==> src/rtl/score_bcd_if.sv <==
// Score conversion request/result bundle between the score source and the
// BCD converter that feeds the seven-segment stage.
interface score_bcd_if;
  logic [15:0] bin_score;
  logic        load;
  logic        busy;
  logic [15:0] bcd_score;
  logic        bcd_valid;
  logic        overflow;

  modport master (
    output bin_score, load,
    input  busy, bcd_score, bcd_valid, overflow
  );

  modport slave (
    input  bin_score, load,
    output busy, bcd_score, bcd_valid, overflow
  );
endinterface

==> src/rtl/score_bcd.sv <==
// Sequential double-dabble binary-to-BCD converter with saturation; one bit per
// clock, the displayed result changes only once a conversion has completed.
module score_bcd #(
  parameter logic [15:0] SAT_VALUE = 16'd9999
) (
  input logic        clk,
  input logic        rst_n,
  score_bcd_if.slave bus
);

  typedef enum logic [1:0] {IDLE, CONV, DONE} state_t;

  state_t      state_reg, state_next;
  logic [15:0] bin_reg;
  logic [15:0] work_reg;
  logic [15:0] bcd_out_reg;
  logic [4:0]  cnt_reg;
  logic        valid_reg;
  logic        ovf_reg;
  logic [15:0] work_adj;
  logic [15:0] clamped;
  logic        over_sat;

  assign over_sat = (bus.bin_score > SAT_VALUE);
  assign clamped  = over_sat ? SAT_VALUE : bus.bin_score;

  // Add-3 correction on each nibble independently, no carry between digits.
  generate
    for (genvar gi = 0; gi < 4; gi++) begin : g_adj
      assign work_adj[gi*4 +: 4] = (work_reg[gi*4 +: 4] >= 4'd5) ?
                                   work_reg[gi*4 +: 4] + 4'd3 :
                                   work_reg[gi*4 +: 4];
    end
  endgenerate

  always_ff @(posedge clk) begin
    if (!rst_n) state_reg <= IDLE;
    else        state_reg <= state_next;
  end

  always_comb begin
    state_next = state_reg;
    case (state_reg)
      IDLE:    if (bus.load) state_next = CONV;
      CONV:    if (cnt_reg == 5'd15) state_next = DONE;
      DONE:    state_next = IDLE;
      default: state_next = IDLE;
    endcase
  end

  always_ff @(posedge clk) begin
    if (!rst_n) begin
      bin_reg     <= '0;
      work_reg    <= '0;
      bcd_out_reg <= '0;
      cnt_reg     <= '0;
      valid_reg   <= 1'b0;
      ovf_reg     <= 1'b0;
    end else begin
      valid_reg <= 1'b0;
      case (state_reg)
        IDLE: begin
          if (bus.load) begin
            bin_reg  <= clamped;
            work_reg <= '0;
            cnt_reg  <= '0;
            ovf_reg  <= over_sat;
          end
        end
        CONV: begin
          {work_reg, bin_reg} <= {work_adj, bin_reg} << 1;
          cnt_reg             <= cnt_reg + 5'd1;
        end
        DONE: begin
          bcd_out_reg <= work_reg;
          valid_reg   <= 1'b1;
        end
        default: ;
      endcase
    end
  end

  assign bus.busy      = (state_reg != IDLE);
  assign bus.bcd_score = bcd_out_reg;
  assign bus.bcd_valid = valid_reg;
  assign bus.overflow  = ovf_reg;

endmodule

==> src/flat_wrapper.sv <==
// flat-port wrapper written by rule: the top's interface ports become plain ports
module score_bcd_flat 
#(
  parameter logic [15:0] SAT_VALUE = 16'd9999
)
  (clk, rst_n, bus_bin_score, bus_load, bus_busy, bus_bcd_score, bus_bcd_valid, bus_overflow);
  score_bcd_if bus_i ();
  input logic clk;
  input logic rst_n;
  input wire logic [$bits(bus_i.bin_score)-1:0] bus_bin_score;
  input wire logic [$bits(bus_i.load)-1:0] bus_load;
  output wire logic [$bits(bus_i.busy)-1:0] bus_busy;
  output wire logic [$bits(bus_i.bcd_score)-1:0] bus_bcd_score;
  output wire logic [$bits(bus_i.bcd_valid)-1:0] bus_bcd_valid;
  output wire logic [$bits(bus_i.overflow)-1:0] bus_overflow;
  assign bus_i.bin_score = bus_bin_score;
  assign bus_i.load = bus_load;
  assign bus_busy = bus_i.busy;
  assign bus_bcd_score = bus_i.bcd_score;
  assign bus_bcd_valid = bus_i.bcd_valid;
  assign bus_overflow = bus_i.overflow;
  score_bcd #(.SAT_VALUE(SAT_VALUE)) u_core (.clk(clk), .rst_n(rst_n), .bus(bus_i));
endmodule
==> config.mk <==
export PLATFORM = sky130hd
export DESIGN_NAME = score_bcd_flat
export DESIGN_NICKNAME = d
export VERILOG_FILES = /design/src/rtl/score_bcd_if.sv /design/src/rtl/score_bcd.sv /design/src/flat_wrapper.sv
export SDC_FILE = /design/constraint.sdc
export NUM_CORES = 1
export LEC_CHECK = 0
export ABC_AREA = 0
export CORE_ASPECT_RATIO = 1.1
export CORE_UTILIZATION = 58
export CTS_BUF_LIST = sky130_fd_sc_hd__clkbuf_16
export CTS_CLUSTER_DIAMETER = 100
export CTS_CLUSTER_SIZE = 12
export DETAILED_ROUTE_END_ITERATION = 10
export PLACE_DENSITY = 0.84
export SLEW_MARGIN = 20
export SYNTH_ARGS = -nofsm -noshare
export SYNTH_HDL_FRONTEND = slang
export SYNTH_SLANG_ARGS = --single-unit
==> constraint.sdc <==
create_clock -name clk -period 2.7 [get_ports clk]
set_input_delay 0.405 -clock clk [delete_from_list [all_inputs] [get_ports clk]]
set_output_delay 0.405 -clock clk [all_outputs]
set_load 0.05 [all_outputs]
==> impl_metrics.yaml <==
setup_path:
  ff2ff_setup_slack_ns: 0.89
  slowest_delay_ns: 0.79
  crit_arrival_ns: 1.93
  cp_slowest_cell: "clkdlybuf4s50_1"
  r2r_start: "u_core.state_reg[0]"
  path_cells: "or2_2 > clkdlybuf4s50_1"
  r2r-end: "u_core.work_reg[2]"
  critPathMaxFanout: 11
  worstSetupStartpointType: "register"
  startpoint: "u_core.state_reg[1]"
  setup.worst_path.end: "bus_busy"
  critPathCaptureType: "output pin"
  reg2regPathDepth: 4
  critical_path_class: "reg2out"
  worstPathRequired_ns: 2.30
layout:
  final_area_sq_um: 3240
  area_growth_pct: 23.7
  antenna_cells: 0
  final-seq-area_sq_um: 1140
  final_cells: 379
  nNetsFinal: 349
  layout-drive-gt1-share: 0.0800
  multi_input_area_sq_um: 1290
  filler_cell_count: 316
floorplan:
  row_count: 25
  initial_core_util: 0.606
  fp.dieArea_sq_um: 4780
  ioPinCount: 38
  dieWidth_microns: 66.0
  core_sq_um: 4320
  die_y_microns: 72.4
timing:
  drv_slew: 0
  worst_slew_pin_slew_ns: 0.626
  post-route-period-util: 0.864
  setup_viol: 0
  fmax_mhz: 429
  skew_ns: 0.00302
  setup_ws_ns: 0.368
  slew_headroom: 0.583
  hold_viol: 0
  setup_tns_ns: 0
  finalCriticalPeriod_ns: 2.33
  rsz0062_at_grt: "no"
drt:
  wl_per_cell_microns: 13.7
  drc_errors: 0
  final_antenna_net_count: 0
  firstDrtPassIters: 5
  wl_mm: 5.19
  num_vias: 2148
  drt-initial-drc-count: 128
  viasPerCell: 5.67
power:
  vdd_drop_max_uv: 618
  power_leakage_uw: 0.00118
  p_per_area_nw_per_um2: 635
clock_network:
  clk_latency_ns: 0.33
  hold_buffers: 0
  cts_buffer_depth: 2
  cts-buffers-inserted: 9
  clk_pin_slew_ns: 0.05
  cts.sinks: 57
  post_cts_buffers: 0
  root_buffer: "clkbuf_16"
  tritoncts: "built"
  cts_max_level: 3
  cts-resized-gates: 0
grt:
  grt_usage: 0.250
  grt_pass1_vias: 2028
  grt_pass1_wl_mm: 8.89
  antenna_found_initial: 0
  grt_max_degree: 40
  grt_overflow: 0
synth:
  ys.warnings.count: 0
  synth_area_leaders: "dfxtp_1 (44%), nand2_1 (6.3%), a21boi_0 (5.7%)"
  synth_edf_count: 0
  synth-seq-cells: 57
  ys_types: 45
  yosysSeqAreaShare: 0.436
  synthesis.nets: 316
  synthArstFlopShare: 0
  synth_cells: 287
  yosys.area.top_type: "dfxtp_1"
  synth_area_sq_um: 2620
  synth_top_area_frac: 0.436
  synthFlopType: "dfxtp_1"
  synth_area_per_cell_sq_um: 9.11
status:
  status: "complete, no violations"
run:
  maxCapViolCount: 0
place:
  placed_cells: 363
  gp_congestion: 0.824
  placed_area_sq_um: 2960
  preCtsSetupSlack_ns: 0.712
  portBuffers: 37
  dp_hpwl_mm: 3.34
worst_hold_path:
  holdCritPathClass: "reg2reg"
## worst max-delay path: cells and delay by family (launching register included)
family	cells	cell delay (ns)
buffers and inverters	1	0.79
DFF	1	0.60
and+or+nand+nor	1	0.21
## how the worst min path moves through the flow
stage                        startpoint                  endpoint  slack [ns]  cells past startpoint
6_report       u_core.bus.bcd_score[15]  u_core.bus.bcd_score[15]        0.45                      2
5_1_grt         u_core.bus.bcd_score[8]   u_core.bus.bcd_score[8]        0.48                      2
4_1_cts        u_core.bus.bcd_score[15]  u_core.bus.bcd_score[15]        0.46                      2
3_5_place_dp   u_core.bus.bcd_score[15]  u_core.bus.bcd_score[15]        0.45                      2
3_3_place_gp   u_core.bus.bcd_score[15]  u_core.bus.bcd_score[15]        0.44                      2
2_1_floorplan       u_core.work_reg[15]  u_core.bus.bcd_score[15]        0.44                      2
## cells in the final DEF (no fill, tap or decap), drive strengths merged, types with 2 or more instances in the layout
cell type,n
nor2b,8
nand2b,8
o21ai,18
o31ai,3
dfxtp,57
clkbuf,9
nor3,5
xor2,3
and3,3
xnor2,4
and2,4
buf,2
a21oi,14
inv,19
a22oi,4
nand3,6
a22o,10
clkdlybuf4s50,37
a21boi,21
nand2,44
mux2,2
o221ai,7
nor3b,2
a222oi,2
clkinv,4
nor2,7
ha,10
## power breakdown
part	internal [uW]	switching (uW)
clock network	693	361
logic	61.0	64.3
registers	862	14.6
total	1620	440
## layer usage
metal  track usage  up-vias  share of wire
li1              -     1062              -
met1         0.290     1016           0.44
met2         0.415       55           0.49
met3        0.0582       15          0.038
met4         0.151        0          0.027
met5             0        -              0
## kinds of logic after synthesis
| group | Yosys count | synth area share |
|---|---|---|
| DFF | 57 | 0.436 |
| and+or+nand+nor | 93 | 0.184 |
| buffers and inverters | 34 | 0.0718 |
| xor gates and xnor gates | 7 | 0.0234 |
| AOI/OAI and AO/OA | 83 | 0.224 |
| muxes | 3 | 0.0124 |
| adders and majority gates | 10 | 0.0478 |
## metrics by stage
step                       util  hold WS, ns  power (uW)
after floorplan               -        0.440         972
after global placement    0.685        0.444        1010
after detailed placement  0.685        0.451        1020
after CTS                 0.750        0.458        2060
after global routing      0.750        0.484        2110
final                     0.750        0.453        2060
## cell usage after synthesis, types with 2 or more instances
| library cell | n |
|---|---|
| a21boi_0 | 20 |
| buf_2 | 2 |
| a21oi_1 | 14 |
| buf_4 | 5 |
| a222oi_1 | 2 |
| a22oi_1 | 4 |
| and3_4 | 2 |
| a22o_2 | 2 |
| buf_6 | 5 |
| mux2_2 | 2 |
| nor3_1 | 5 |
| o31ai_1 | 3 |
| xor2_1 | 3 |
| nor2_1 | 7 |
| clkbuf_1 | 4 |
| nand2_1 | 44 |
| xnor2_1 | 4 |
| nand2b_1 | 8 |
| dfxtp_1 | 57 |
| nor2b_1 | 7 |
| nand3_1 | 6 |
| o21ai_0 | 18 |
| ha_1 | 10 |
| a22o_1 | 8 |
| inv_1 | 17 |
| and2_1 | 3 |
| o221ai_1 | 7 |
## layout make-up
class	count	share of cell area
Multi-Input combinational cell	196	0.398
Sequential cell	57	0.353
Timing Repair Buffer	39	0.123
Clock buffer	9	0.0696
Tap cell	54	0.0209
Inverter	17	0.0197
Clock inverter	7	0.0166
(Power assumes the default switching activity.)
